==> src/rtl/uart_line_echo.sv <==
// uart_line_echo: serial echo engine wrapped around a small uart (rx/tx FIFOs,
// 16x oversampling baud generator). Two echo modes, chosen at line boundaries:
//   char mode (line_mode=0): every received byte is written straight back out.
//   line mode (line_mode=1): bytes collect in a line buffer. The whole line is
//   echoed when LINE_TERM arrives or the buffer fills. A fill without a
//   terminator sets the sticky overflow flag.
// Ports:
//   clk, reset       system clock, asynchronous active-high reset
//   rx / tx          serial in / out (8N1, tx idles high)
//   dvsr             baud divisor: one oversample tick every dvsr+1 clocks
//   line_mode        echo mode, sampled only while idle with an empty line
//   ovf_clr          clears overflow; a simultaneous set wins
//   busy             engine not idle, or a line is partially buffered
//   line_len         bytes currently held in the line buffer
//   overflow         sticky: a line hit DEPTH bytes without LINE_TERM
// Optional build macro: UART_ECHO_UPCASE_EN. When defined, lower-case ASCII
// is upper-cased as it is captured, in both modes.
// Handshake: r_data is valid whenever rx_empty is low (first-word fall-through).
// rd_uart and wr_uart are registered single-cycle pulses. A pulse transfers one
// byte in the cycle it is high. A push is ignored while the FIFO is full.
// All FSM state is held in the *_state_q / state_q registers.

module uart_fifo #(
  parameter int AW = 2
) (
  input  logic       clk,
  input  logic       reset,
  input  logic       rd,
  input  logic       wr,
  input  logic [7:0] w_data,
  output logic       empty,
  output logic       full,
  output logic [7:0] r_data
);
  localparam int N = 1 << AW;
  logic [7:0]    mem_q [N];
  logic [AW-1:0] wptr_q, wptr_d, rptr_q, rptr_d;
  logic [AW:0]   cnt_q, cnt_d;
  logic          wr_en, rd_en;

  assign empty  = (cnt_q == '0);
  assign full   = (cnt_q == (AW+1)'(N));
  assign wr_en  = wr & ~full;
  assign rd_en  = rd & ~empty;
  assign r_data = mem_q[rptr_q];

  always_comb begin
    wptr_d = wr_en ? wptr_q + 1'b1 : wptr_q;
    rptr_d = rd_en ? rptr_q + 1'b1 : rptr_q;
    cnt_d  = cnt_q;
    case ({wr_en, rd_en})
      2'b10:   cnt_d = cnt_q + 1'b1;
      2'b01:   cnt_d = cnt_q - 1'b1;
      default: cnt_d = cnt_q;
    endcase
  end

  always_ff @(posedge clk or posedge reset) begin
    if (reset) begin
      wptr_q <= '0;
      rptr_q <= '0;
      cnt_q  <= '0;
    end else begin
      wptr_q <= wptr_d;
      rptr_q <= rptr_d;
      cnt_q  <= cnt_d;
    end
  end

  always_ff @(posedge clk) begin
    if (wr_en) mem_q[wptr_q] <= w_data;
  end
endmodule

module uart #(
  parameter int ADDR_WIDTH = 2
) (
  input  logic        clk,
  input  logic        reset,
  input  logic        rd_uart,
  input  logic        wr_uart,
  input  logic        rx,
  input  logic [7:0]  w_data,
  input  logic [10:0] dvsr,
  output logic        tx_full,
  output logic        rx_empty,
  output logic        tx,
  output logic [7:0]  r_data
);
  typedef enum logic [1:0] {S_IDLE, S_START, S_DATA, S_STOP} ser_state_e;

  logic [10:0] cnt_q, cnt_d;
  logic        tick;
  logic [1:0]  rx_sync_q, rx_sync_d;
  logic        rx_s;
  ser_state_e  rx_state_q, rx_state_d, tx_state_q, tx_state_d;
  logic [3:0]  rx_s_q, rx_s_d, tx_s_q, tx_s_d;
  logic [2:0]  rx_n_q, rx_n_d, tx_n_q, tx_n_d;
  logic [7:0]  rx_b_q, rx_b_d, tx_b_q, tx_b_d;
  logic        tx_q, tx_d;
  logic        rx_done, tx_done, tx_empty;
  logic [7:0]  tx_head;

  assign tick = (cnt_q == dvsr);
  assign rx_s = rx_sync_q[1];
  assign tx   = tx_q;

  always_comb begin
    cnt_d      = tick ? '0 : cnt_q + 1'b1;
    rx_sync_d  = {rx_sync_q[0], rx};
    rx_state_d = rx_state_q;
    rx_s_d     = rx_s_q;
    rx_n_d     = rx_n_q;
    rx_b_d     = rx_b_q;
    rx_done    = 1'b0;
    case (rx_state_q)
      S_IDLE: if (!rx_s) begin
        rx_state_d = S_START;
        rx_s_d     = '0;
      end
      // Half a bit into the start bit; a high line here was a glitch.
      S_START: if (tick) begin
        if (rx_s_q == 4'd7) begin
          rx_state_d = rx_s ? S_IDLE : S_DATA;
          rx_s_d     = '0;
          rx_n_d     = '0;
        end else rx_s_d = rx_s_q + 1'b1;
      end
      S_DATA: if (tick) begin
        if (rx_s_q == 4'd15) begin
          rx_s_d = '0;
          rx_b_d = {rx_s, rx_b_q[7:1]};
          if (rx_n_q == 3'd7) rx_state_d = S_STOP;
          else rx_n_d = rx_n_q + 1'b1;
        end else rx_s_d = rx_s_q + 1'b1;
      end
      default: if (tick) begin
        if (rx_s_q == 4'd15) begin
          rx_state_d = S_IDLE;
          rx_done    = 1'b1;
        end else rx_s_d = rx_s_q + 1'b1;
      end
    endcase
  end

  always_comb begin
    tx_state_d = tx_state_q;
    tx_s_d     = tx_s_q;
    tx_n_d     = tx_n_q;
    tx_b_d     = tx_b_q;
    tx_d       = 1'b1;
    tx_done    = 1'b0;
    case (tx_state_q)
      // The FIFO head is copied here and popped only when the frame ends.
      S_IDLE: if (!tx_empty) begin
        tx_state_d = S_START;
        tx_s_d     = '0;
        tx_b_d     = tx_head;
      end
      S_START: begin
        tx_d = 1'b0;
        if (tick) begin
          if (tx_s_q == 4'd15) begin
            tx_state_d = S_DATA;
            tx_s_d     = '0;
            tx_n_d     = '0;
          end else tx_s_d = tx_s_q + 1'b1;
        end
      end
      S_DATA: begin
        tx_d = tx_b_q[0];
        if (tick) begin
          if (tx_s_q == 4'd15) begin
            tx_s_d = '0;
            tx_b_d = tx_b_q >> 1;
            if (tx_n_q == 3'd7) tx_state_d = S_STOP;
            else tx_n_d = tx_n_q + 1'b1;
          end else tx_s_d = tx_s_q + 1'b1;
        end
      end
      default: if (tick) begin
        if (tx_s_q == 4'd15) begin
          tx_state_d = S_IDLE;
          tx_done    = 1'b1;
        end else tx_s_d = tx_s_q + 1'b1;
      end
    endcase
  end

  always_ff @(posedge clk or posedge reset) begin
    if (reset) begin
      cnt_q      <= '0;
      rx_sync_q  <= 2'b11;
      rx_state_q <= S_IDLE;
      rx_s_q     <= '0;
      rx_n_q     <= '0;
      rx_b_q     <= '0;
      tx_state_q <= S_IDLE;
      tx_s_q     <= '0;
      tx_n_q     <= '0;
      tx_b_q     <= '0;
      tx_q       <= 1'b1;
    end else begin
      cnt_q      <= cnt_d;
      rx_sync_q  <= rx_sync_d;
      rx_state_q <= rx_state_d;
      rx_s_q     <= rx_s_d;
      rx_n_q     <= rx_n_d;
      rx_b_q     <= rx_b_d;
      tx_state_q <= tx_state_d;
      tx_s_q     <= tx_s_d;
      tx_n_q     <= tx_n_d;
      tx_b_q     <= tx_b_d;
      tx_q       <= tx_d;
    end
  end

  uart_fifo #(.AW(ADDR_WIDTH)) u_rx_fifo (
    .clk(clk), .reset(reset), .rd(rd_uart), .wr(rx_done), .w_data(rx_b_q),
    .empty(rx_empty), .full(), .r_data(r_data)
  );

  uart_fifo #(.AW(ADDR_WIDTH)) u_tx_fifo (
    .clk(clk), .reset(reset), .rd(tx_done), .wr(wr_uart), .w_data(w_data),
    .empty(tx_empty), .full(tx_full), .r_data(tx_head)
  );
endmodule

module uart_line_echo #(
  parameter int         DEPTH     = 16,
  parameter logic [7:0] LINE_TERM = 8'h0D,
  parameter int         FIFO_AW   = 2,
  localparam int        LEN_W     = $clog2(DEPTH) + 1
) (
  input  logic             clk,
  input  logic             reset,
  input  logic             rx,
  output logic             tx,
  input  logic [10:0]      dvsr,
  input  logic             line_mode,
  input  logic             ovf_clr,
  output logic             busy,
  output logic [LEN_W-1:0] line_len,
  output logic             overflow
);
  localparam int               AW      = $clog2(DEPTH);
  localparam logic [LEN_W-1:0] DEPTH_L = LEN_W'(DEPTH);

  typedef enum logic [2:0] {IDLE, STORE, PUSH, GAP_C, DRAIN} state_e;

  state_e           state_q, state_d;
  logic             mode_q, mode_d;
  logic [7:0]       byte_q, byte_d, w_data_q, w_data_d;
  logic             rd_uart_q, rd_uart_d, wr_uart_q, wr_uart_d;
  logic [LEN_W-1:0] line_len_q, line_len_d, rd_ptr_q, rd_ptr_d, len_inc;
  logic             overflow_q, overflow_d;
  logic [7:0]       line_buf_q [DEPTH];
  logic             buf_we, ovf_set;
  logic             tx_full, rx_empty;
  logic [7:0]       r_data, cap_byte;

`ifdef UART_ECHO_UPCASE_EN
  assign cap_byte = (r_data >= 8'h61 && r_data <= 8'h7A) ? r_data - 8'h20 : r_data;
`else
  assign cap_byte = r_data;
`endif

  assign len_inc  = line_len_q + 1'b1;
  assign busy     = (state_q != IDLE) || (line_len_q != '0);
  assign line_len = line_len_q;
  assign overflow = overflow_q;

  always_comb begin
    state_d    = state_q;
    mode_d     = mode_q;
    byte_d     = byte_q;
    w_data_d   = w_data_q;
    line_len_d = line_len_q;
    rd_ptr_d   = rd_ptr_q;
    rd_uart_d  = 1'b0;
    wr_uart_d  = 1'b0;
    buf_we     = 1'b0;
    ovf_set    = 1'b0;
    case (state_q)
      IDLE: begin
        // Mode changes only between lines; a half-built line keeps its mode.
        if (line_len_q == '0) mode_d = line_mode;
        if (!rx_empty) begin
          byte_d    = cap_byte;
          rd_uart_d = 1'b1;
          state_d   = STORE;
        end
      end
      STORE: begin
        if (!mode_q) state_d = PUSH;
        else begin
          buf_we     = 1'b1;
          line_len_d = len_inc;
          if (byte_q == LINE_TERM || len_inc == DEPTH_L) begin
            rd_ptr_d = '0;
            state_d  = DRAIN;
            ovf_set  = (byte_q != LINE_TERM);
          end else state_d = IDLE;
        end
      end
      PUSH: if (!tx_full) begin
        w_data_d  = byte_q;
        wr_uart_d = 1'b1;
        state_d   = GAP_C;
      end
      GAP_C: state_d = IDLE;
      DRAIN: begin
        // tx_full lags a push by one cycle, so never push in back-to-back cycles.
        if (!tx_full && !wr_uart_q) begin
          w_data_d  = line_buf_q[rd_ptr_q[AW-1:0]];
          wr_uart_d = 1'b1;
          rd_ptr_d  = rd_ptr_q + 1'b1;
          if (rd_ptr_q == line_len_q - 1'b1) begin
            line_len_d = '0;
            state_d    = IDLE;
          end
        end
      end
      default: state_d = IDLE;
    endcase
    overflow_d = (overflow_q & ~ovf_clr) | ovf_set;
  end

  always_ff @(posedge clk or posedge reset) begin
    if (reset) begin
      state_q    <= IDLE;
      mode_q     <= 1'b0;
      byte_q     <= '0;
      w_data_q   <= '0;
      rd_uart_q  <= 1'b0;
      wr_uart_q  <= 1'b0;
      line_len_q <= '0;
      rd_ptr_q   <= '0;
      overflow_q <= 1'b0;
    end else begin
      state_q    <= state_d;
      mode_q     <= mode_d;
      byte_q     <= byte_d;
      w_data_q   <= w_data_d;
      rd_uart_q  <= rd_uart_d;
      wr_uart_q  <= wr_uart_d;
      line_len_q <= line_len_d;
      rd_ptr_q   <= rd_ptr_d;
      overflow_q <= overflow_d;
    end
  end

  always_ff @(posedge clk) begin
    if (buf_we) line_buf_q[line_len_q[AW-1:0]] <= byte_q;
  end

  uart #(.ADDR_WIDTH(FIFO_AW)) u_uart (
    .clk(clk), .reset(reset), .rd_uart(rd_uart_q), .wr_uart(wr_uart_q), .rx(rx),
    .w_data(w_data_q), .dvsr(dvsr), .tx_full(tx_full), .rx_empty(rx_empty),
    .tx(tx), .r_data(r_data)
  );
endmodule

==> config.mk <==
export PLATFORM = sky130hd
export DESIGN_NAME = uart_line_echo
export DESIGN_NICKNAME = d
export VERILOG_FILES = /design/src/rtl/uart_line_echo.sv
export SDC_FILE = /design/constraint.sdc
export NUM_CORES = 1
export LEC_CHECK = 0
export ABC_AREA = 1
export CORE_ASPECT_RATIO = 0.6
export CORE_UTILIZATION = 50
export DETAILED_ROUTE_END_ITERATION = 7
export PLACE_DENSITY = 0.66
export SKIP_LAST_GASP = 1
export SLEW_MARGIN = 20
export SYNTH_ARGS = -nofsm -noshare
export SYNTH_HDL_FRONTEND = slang
export SYNTH_HIERARCHICAL = 1
export SYNTH_SLANG_ARGS = --single-unit
==> constraint.sdc <==
create_clock -name clk -period 5.8 [get_ports clk]
set_input_delay 0.58 -clock clk [delete_from_list [all_inputs] [get_ports clk]]
set_output_delay 0.58 -clock clk [all_outputs]
set_load 0.005 [all_outputs]
==> impl_metrics.yaml, run 1 <==
outcome:
  status: "finished, final reports clean"
final_layout:
  area_growth_pct: 9.68
  final_common_cell: "nand2_1"
  drive_gt1_share_pct: 7.52
  nNetsFinal: 1381
  fin_cells: 1709
  most-common-layout-cells: "nand2_1 (368), edfxtp_1 (192), nor2_1 (149)"
  nFillCells: 2238
  antenna_cells: 0
timing:
  fin_crit_ns: 3.20
  hold_viol_final: 0
  period_share_pct: 55.1
  worst_slack_ns: 2.60
  slew_headroom_pct: 28.3
  worst_pin_slew_ns: 1.07
  setup_viol: 0
  finClkSkew_ns: 0.0120
  setup_tns_ns: 0
  drv_slew: 0
  rsz0062_at_grt: "false"
  fmax_mhz: 313
clock_network:
  cts.clk_slew.worst_paths_ns: 0.06
  cts_resized: 0
  clk_path_buf_depth: 3
  cts_root_buf: "clkbuf_16"
  clkLatencyLatePin_ns: 0.55
  htreeDepth: 1
  post_cts_buffers: 0
  clock-sinks: 287
  cts-buffers-inserted: 27
  cts_tree: "done"
  cts_hold_buffers: 0
die:
  io-pin-count: 24
  die_w_um: 212
  dieArea_um2: 27000
  rows: 45
  fp.coreArea_um2: 25600
  die_height_um: 128
  initial_utilization_pct: 51.6
detailed_routing:
  avgRoutedWirePerCell_um: 16.2
  drt-vias-per-instance: 5.18
  finalWirelength_um: 27700
  vias: 8851
  drt_iter0_markers: 781
  drc: 0
  first_pass_iters: 5
  ant_nets: 0
global_route:
  grt_util_met2_pct: 27.8
  grt_start_max_net_pins: 70
  antenna_found_initial: 0
  grt.overflow.total: 0
  met3_usage_pct: 4.70
  grt_usage_pct: 21.1
  gr-usage-met1_pct: 35.1
  grt_pass1_vias: 8014
  grt-busiest-layer: "met1"
  grt_pass1_wl_um: 44100
critical_path:
  crit_arrival_ns: 3.64
  startpoint_type: "flip-flop"
  path_class: "flip-flop to flip-flop"
  worstPathRequired_ns: 6.24
  worstSetupEndpointType: "flip-flop"
  crit_fanout: 69
placement:
  hpwl_um: 18600
  dp_cells: 1659
  port_buffers: 23
  dp_slack_ns: 2.47
  gp_congestion: 0.851
power_and_ir_drop:
  power_mw: 4.08
  vdd_ir_drop_max_mv: 0.209
  p_leak_nw: 5.89
  power_density_nw_per_um2: 283
synth:
  syn_avg_cell_area_um2: 9.99
  synthesis.area_um2: 13200
  syn-num-nets: 1364
  ys_warn_count: 6
  syn-instance-count: 1319
job:
  maxCapViolations: 0
hold_path:
  min_path_type: "flip-flop to flip-flop"
state kept, by name, indices dropped and copies added (netlist names), 3 cells and up:
name,cells
u_uart/tx_n_q,3
u_uart/rx_s_q,4
u_uart/cnt_q,11
w_data_q,8
u_uart/tx_b_q,8
u_uart/u_tx_fifo/cnt_q,3
rd_ptr_q,5
line_len,5
byte_q,8
u_uart/rx_b_q,8
u_uart/u_rx_fifo/cnt_q,3
line_buf_q,128
state_q,3
u_uart/u_rx_fifo/mem_q,32
u_uart/rx_n_q,3
u_uart/u_tx_fifo/mem_q,32
u_uart/tx_s_q,4
layout make-up:
class,instances,area (µm²),area share (%)
Timing Repair Buffer,28,268,1.85
Clock inverter,11,86.3,0.597
Tap cell,352,440,3.05
Multi-Input combinational cell,848,4210,29.1
Inverter,144,543,3.76
Sequential cell,287,8150,56.4
Clock buffer,39,761,5.26
metal layers:
layer  vias up  part of all wire [%]
met4         0                   1.3
met5         -                     0
met1      4217                    53
li1       4386                     -
met2       221                    39
met3        27                   7.5
per-stage QoR:
stage	utilization, %	area [µm²]	hold slack [ns]
after floorplan	-	13200	0.345
after global placement	53.2	13600	0.347
after detailed placement	53.2	13600	0.348
after CTS	56.5	14500	0.358
after global routing	56.6	14500	0.358
final	56.6	14500	0.357
worst paths after layout:
path	startpoint	to	slack (ns)	cells after the start
max in group asynchronous	reset	u_uart/rx_b_q[0]$_DFFE_PP0P_	4.68	2
min in group asynchronous	reset	u_uart/u_rx_fifo/rptr_q[1]$_DFFE_PP0P_	0.40	2
setup reg to reg	rd_ptr_q[0]$_DFFE_PP0P_	w_data_q[2]$_DFFE_PP0P_	2.60	8
setup / recovery	rd_ptr_q[0]$_DFFE_PP0P_	w_data_q[2]$_DFFE_PP0P_	2.60	8
hold / removal	u_uart/rx_sync_q[0]$_DFF_PP1_	u_uart/rx_sync_q[1]$_DFF_PP1_	0.36	0
hold reg to reg	u_uart/rx_sync_q[0]$_DFF_PP1_	u_uart/rx_sync_q[1]$_DFF_PP1_	0.36	0
report_power, final:
| group | switching [mW] | internal, mW |
|---|---|---|
| Clock | 0.760 | 0.957 |
| Combinational | 0.0645 | 0.0567 |
| Sequential | 0.0474 | 2.20 |
| Total | 0.872 | 3.21 |
worst max-delay path: stages, from the launching register on:
cell,delay [ns]
dfrtp_2,0.34
buf_4,0.61
clkinv_2,0.93
o21ai_0,0.45
nand3_1,0.21
nand3_1,0.25
nand2_1,0.09
nand2_1,0.06
nand2_1,0.04
No activity file was read; power rests on OpenSTA's default activity.
==> run 2, diff against run 1 <==
==> constraint.sdc (replaced) <==
create_clock -name clk -period 3.3 [get_ports clk]
set_input_delay 0.33 -clock clk [delete_from_list [all_inputs] [get_ports clk]]
set_output_delay 0.33 -clock clk [all_outputs]
set_load 0.005 [all_outputs]
==> impl_metrics.yaml, run 2 (synthesis results as in run 1) <==
detailed_routing:
  vias: 9020
  finalWirelength_um: 28100
  drc: 0
  met1Wirelength_um: 14800
  drt-vias-per-instance: 5.21
  avgRoutedWirePerCell_um: 16.3
  route.met2.wl_um: 10900
  ant_nets: 0
  dr.max_layer_used: "met4"
  drt_iter0_markers: 832
  first_pass_iters: 5
  wl_met3_um: 1930
global_route:
  grt_start_max_net_pins: 69
  antenna_found_initial: 0
  grt_pass1_wl_um: 45600
  grt_pass1_vias: 8438
  grt_usage_pct: 21.6
  grt.overflow.total: 0
hold_path:
  min_path_type: "input pin to asynchronous set/reset pin"
job:
  maxCapViolations: 0
final_layout:
  final_common_cell: "nand2_1"
  most-common-layout-cells: "nand2_1 (368), edfxtp_1 (192), nor2_1 (149)"
  nNetsFinal: 1401
  largest_reg_flops: 128
  utilization_pct: 57.6
  seq_area_um2: 8150
  drive_gt1_share_pct: 8.78
  area_growth_pct: 11.6
  nFillCells: 2215
  antenna_cells: 0
  multiInputGateArea_um2: 4210
power_and_ir_drop:
  clkPwrFrac_pct: 44.7
  pwr-share-seq_pct: 52.5
  power_density_nw_per_um2: 511
  vdd_ir_drop_max_mv: 0.525
  p_int_mw: 5.98
  p_leak_nw: 6.04
  swShare_pct: 20.5
  power_mw: 7.52
  p_switching_mw: 1.54
  p_comb_share_pct: 2.8
timing:
  setup_tns_ns: 0
  finClkSkew_ns: 0.0134
  holdWs_ns: 0.127
  fmax_mhz: 373
  rsz0062_at_grt: "false"
  hold_viol_final: 0
  drv_slew: 0
  fin_crit_ns: 2.68
  period_share_pct: 81.1
  slew_headroom_pct: 29.6
  worst_pin_slew_ns: 1.06
  setup_viol: 0
critical_path:
  startpoint_type: "flip-flop"
  crit_path_max_incr_delay_ns: 0.44
  path_class: "flip-flop to flip-flop"
  crit_fanout: 8
  critPathBufInv: 1
  slowest_stage: "dfrtp_1"
  crit_arrival_ns: 3.15
  worstSetupEndpointType: "flip-flop"
  crit_family: "simple AND/OR/NAND/NOR gates"
  crit_chain: "xnor2_1 > nand2_1 > nor2_1 > nand2_2 > nor3_1 > nand2_4 > ha_1 > inv_1 > fa_1 > o21ai_0"
  worstPathRequired_ns: 3.77
clock_network:
  cts_root_buf: "clkbuf_16"
  clk_path_buf_depth: 3
  clkLatencyLatePin_ns: 0.55
  clock-sinks: 287
  post_cts_buffers: 0
  cts_resized: 0
  cts.clk_slew.worst_paths_ns: 0.06
  cts-buffers-inserted: 28
  cts_tree: "done"
  cts_hold_buffers: 0
  htreeDepth: 1
placement:
  hpwl_um: 18500
  gp_congestion: 0.837
  port_buffers: 23
die:
  fp.coreArea_um2: 25600
  rows: 45
  die_height_um: 128
  die_w_um: 212
  initial_utilization_pct: 51.6
  dieArea_um2: 27000
  io-pin-count: 24
outcome:
  status: "finished, final reports clean"
-- run 2: cell types whose count changed in the layout (fill, tap and decap cells not counted), sizes merged --
cell	previous run	this run
clkbuf	39	41
inv	141	140
clkinv	13	11
bufinv	1	4
buf	5	24
-- run 2: cell type report --
class	count	share of cell area [%]
Timing Repair Buffer	47	2.79
Inverter	144	3.68
Sequential cell	287	55.4
Clock inverter	11	1.03
Multi-Input combinational cell	848	28.6
Clock buffer	41	5.53
Tap cell	352	2.99
-- run 2: through the flow --
step	setup WS, ns	instance area, µm²	std cells
floorplan	0.921	13200	1319
global placement	0.386	13700	1678
detailed placement	0.242	13700	1678
CTS	0.650	14700	1730
global route	0.345	14700	1730
finish	0.622	14700	1730
-- run 2: layer usage --
metal | track usage, % | vias up
li1 | - | 4436
met4 | 4.18 | 0
met5 | 0 | -
met2 | 29.4 | 232
met3 | 4.29 | 40
met1 | 35.2 | 4312
-- run 2: power groups by stage --
| stage | clock network, mW | logic [mW] | registers (mW) |
|---|---|---|---|
| 2_1_floorplan | 0 | 0.167 | 4.00 |
| 3_3_place_gp | 0 | 0.214 | 4.02 |
| 3_5_place_dp | 0 | 0.217 | 4.02 |
| 4_1_cts | 3.42 | 0.217 | 3.94 |
| 5_1_grt | 3.56 | 0.253 | 3.96 |
| 6_report | 3.36 | 0.213 | 3.95 |
-- run 2: path summary, 6_finish.rpt --
check                                               from                                      to  slack [ns]  depth (start not counted)
min reg2reg                u_uart/rx_sync_q[0]$_DFF_PP1_           u_uart/rx_sync_q[1]$_DFF_PP1_        0.36                          0
max in group asynchronous                          reset                   byte_q[2]$_DFFE_PP0P_        2.30                          3
max reg2reg                    u_uart/cnt_q[8]$_DFF_PP0_   u_uart/u_rx_fifo/cnt_q[1]$_DFFE_PP0P_        0.62                         10
max                            u_uart/cnt_q[8]$_DFF_PP0_   u_uart/u_rx_fifo/cnt_q[1]$_DFFE_PP0P_        0.62                         10
min in group clk                                      rx           u_uart/rx_sync_q[0]$_DFF_PP1_        0.19                          1
min                                                reset  u_uart/u_rx_fifo/rptr_q[0]$_DFFE_PP0P_        0.13                          2
==> RTL edit, RTL diff (config.mk and constraints of run 1) <==
Register the output `tx`, with the module's reset; this adds one clock of latency there. The other outputs are not delayed to match.
--- a/src/rtl/uart_line_echo.sv
+++ b/src/rtl/uart_line_echo.sv
@@ -250,2 +250,4 @@
 
+  logic tx_c;
+
   state_e           state_q, state_d;
@@ -359,4 +361,12 @@
     .w_data(w_data_q), .dvsr(dvsr), .tx_full(tx_full), .rx_empty(rx_empty),
-    .tx(tx), .r_data(r_data)
+    .tx(tx_c), .r_data(r_data)
   );
+  always_ff @(posedge clk or posedge reset) begin
+    if (reset) begin
+      tx <= '0;
+    end else begin
+      tx <= tx_c;
+    end
+  end
+
 endmodule
Behaviour: not the same (a bounded check fails within 4 cycles, from zero or initial values and one cycle with reset high).
==> RTL edit against run 1 <==
- total power down 0.49%
- global-route usage up 1.2 points
- die area about the same
- synthesized cell count unchanged
- area after synthesis about the same
- final cell count up 0.23%
- via count up 2.2%
- register-to-register slack better by 0.42 ns
- worst setup slack better by 0.34 ns
- cell area up 0.16%
- sequential cell count up 1
- wire length up 2.8%
- critical path type is now in2reg
==> RTL edit: results (changes against run 1) <==
<table>
<tr><th>Metric</th><th>Value</th></tr>
<tr><th colspan="2">Status</th></tr>
<tr><td>Outcome</td><td>finished, final reports clean (unchanged)</td></tr>
<tr><th colspan="2">Critical path</th></tr>
<tr><td>Arrival @ worst endpoint</td><td>3.31 ns (was 3.64 ns)</td></tr>
<tr><td>CP startpoint</td><td>dvsr[4] (was rd_ptr_q[0]$_DFFE_PP0P_)</td></tr>
<tr><td>RR Startpoint</td><td>u_uart/cnt_q[4]$_DFF_PP0_ (was rd_ptr_q[0]$_DFFE_PP0P_)</td></tr>
<tr><td>Reg-to-reg slack, setup</td><td>3.02 ns (was 2.60 ns)</td></tr>
<tr><td>Highest-delay cell along the critical path</td><td>sky130_fd_sc_hd__clkdlybuf4s50_1 (was sky130_fd_sc_hd__clkinv_2)</td></tr>
<tr><td>Max FO, Critical Path</td><td>11 (was 69)</td></tr>
<tr><th colspan="2">Clocking</th></tr>
<tr><td>Buffer depth of the longest clock path</td><td>3 (unchanged)</td></tr>
<tr><td>Clk_lat worst skew</td><td>0.55 ns (about the same)</td></tr>
<tr><th colspan="2">Placed design</th></tr>
<tr><td>Cell area after placement</td><td>13640 um^2 (was 13610 um^2)</td></tr>
<tr><td>Estimated wirelength of the detail-placed design</td><td>19.14 mm (was 18.55 mm)</td></tr>
<tr><td>RD Place Congestion</td><td>0.8595 (was 0.8505)</td></tr>
<tr><th colspan="2">STA</th></tr>
<tr><td>Worst slew pin tran</td><td>0.9538 ns (was 1.067 ns)</td></tr>
<tr><td>Hold_ws</td><td>0.3562 ns (was 0.3569 ns)</td></tr>
<tr><td>Setup clock skew after layout</td><td>0.009403 ns (was 0.01204 ns)</td></tr>
<tr><td>Peak Freq</td><td>0.3506 GHz (was 0.3129 GHz)</td></tr>
<tr><th colspan="2">Routing</th></tr>
<tr><td>Total number of vias</td><td>9050 (was 8851)</td></tr>
<tr><td>Detailed router's first-iteration violation count</td><td>856 (was 781)</td></tr>
<tr><th colspan="2">Global routing</th></tr>
<tr><td>Largest net degree at the start of global routing</td><td>67 (was 70)</td></tr>
<tr><td>Via count of the first global-routing pass</td><td>8507 (was 8014)</td></tr>
<tr><td>First-pass GRT wire length</td><td>46.50 mm (was 44.11 mm)</td></tr>
<tr><td>All-Layer GR Usage</td><td>22.34% (was 21.12%)</td></tr>
<tr><th colspan="2">Finish</th></tr>
<tr><td>Fraction of final layout cells sized beyond drive strength 1</td><td>7.788% (was 7.517%)</td></tr>
<tr><td># fillers</td><td>2217 (was 2238)</td></tr>
<tr><td>Area growth syn-to-layout</td><td>9.904% (was 9.682%)</td></tr>
<tr><th colspan="2">Pwr</th></tr>
<tr><td>Internal power summed over all cells</td><td>3.195 mW (was 3.213 mW)</td></tr>
<tr><td>Worst IR drop on VDD</td><td>0.2320 mV (was 0.2092 mV)</td></tr>
<tr><td>Cell leakage power</td><td>5.917 nW (was 5.887 nW)</td></tr>
</table>
## RTL edit: worst max-delay path: cells and delay by family
kind	cells	cell delay [ns]
adders and majority gates	2	0.66
AOI/OAI and AO/OA	1	0.17
buffers and inverters	3	0.61
and+or+nand+nor	8	1.28
## RTL edit: through the flow
step                cells  worst slack (ns)  power (mW)
global placement     1663             2.562       2.415
global route         1713             2.664       4.204
CTS                  1713             2.948       4.095
floorplan            1319             3.263       2.376
detailed placement   1663             2.399       2.420
finish               1713             2.948       4.064
## RTL edit: final timing paths
path	end	depth (start not counted)
setup / recovery	u_uart/u_rx_fifo/cnt_q[1]$_DFFE_PP0P_	14
hold / removal	u_uart/rx_sync_q[1]$_DFF_PP1_	0
setup reg to reg	u_uart/u_rx_fifo/cnt_q[1]$_DFFE_PP0P_	12
hold reg to reg	u_uart/rx_sync_q[1]$_DFF_PP1_	0
max in group asynchronous	u_uart/rx_b_q[1]$_DFFE_PP0P_	2
min in group asynchronous	u_uart/u_tx_fifo/rptr_q[0]$_DFFE_PP0P_	2
## RTL edit: layout make-up
type	count	share of cell area, %
flip-flops and latches	288	56.44
well taps	352	3.041
repair buffers	31	2.004
inverters	144	3.741
clock buffers	38	5.365
multi-input cells	848	28.99
clock inverters	12	0.4234
## RTL edit: metal layers
| layer | global-route usage, % | vias to the layer above | wire length, um |
|---|---|---|---|
| li1 | - | 4407 | - |
| met1 | 36.26 | 4317 | 14320 |
| met2 | 29.55 | 286 | 11210 |
| met3 | 5.585 | 40 | 2420 |
| met4 | 4.859 | 0 | 476 |
| met5 | 0 | - | 0 |
## RTL edit: power groups by stage
| stage | combinational [mW] | clock, mW | sequential [mW] |
|---|---|---|---|
| 2_1_floorplan | 0.0951 | 0 | 2.28 |
| 3_3_place_gp | 0.123 | 0 | 2.29 |
| 3_5_place_dp | 0.126 | 0 | 2.29 |
| 4_1_cts | 0.127 | 1.72 | 2.25 |
| 5_1_grt | 0.145 | 1.80 | 2.26 |
| 6_report | 0.125 | 1.69 | 2.25 |
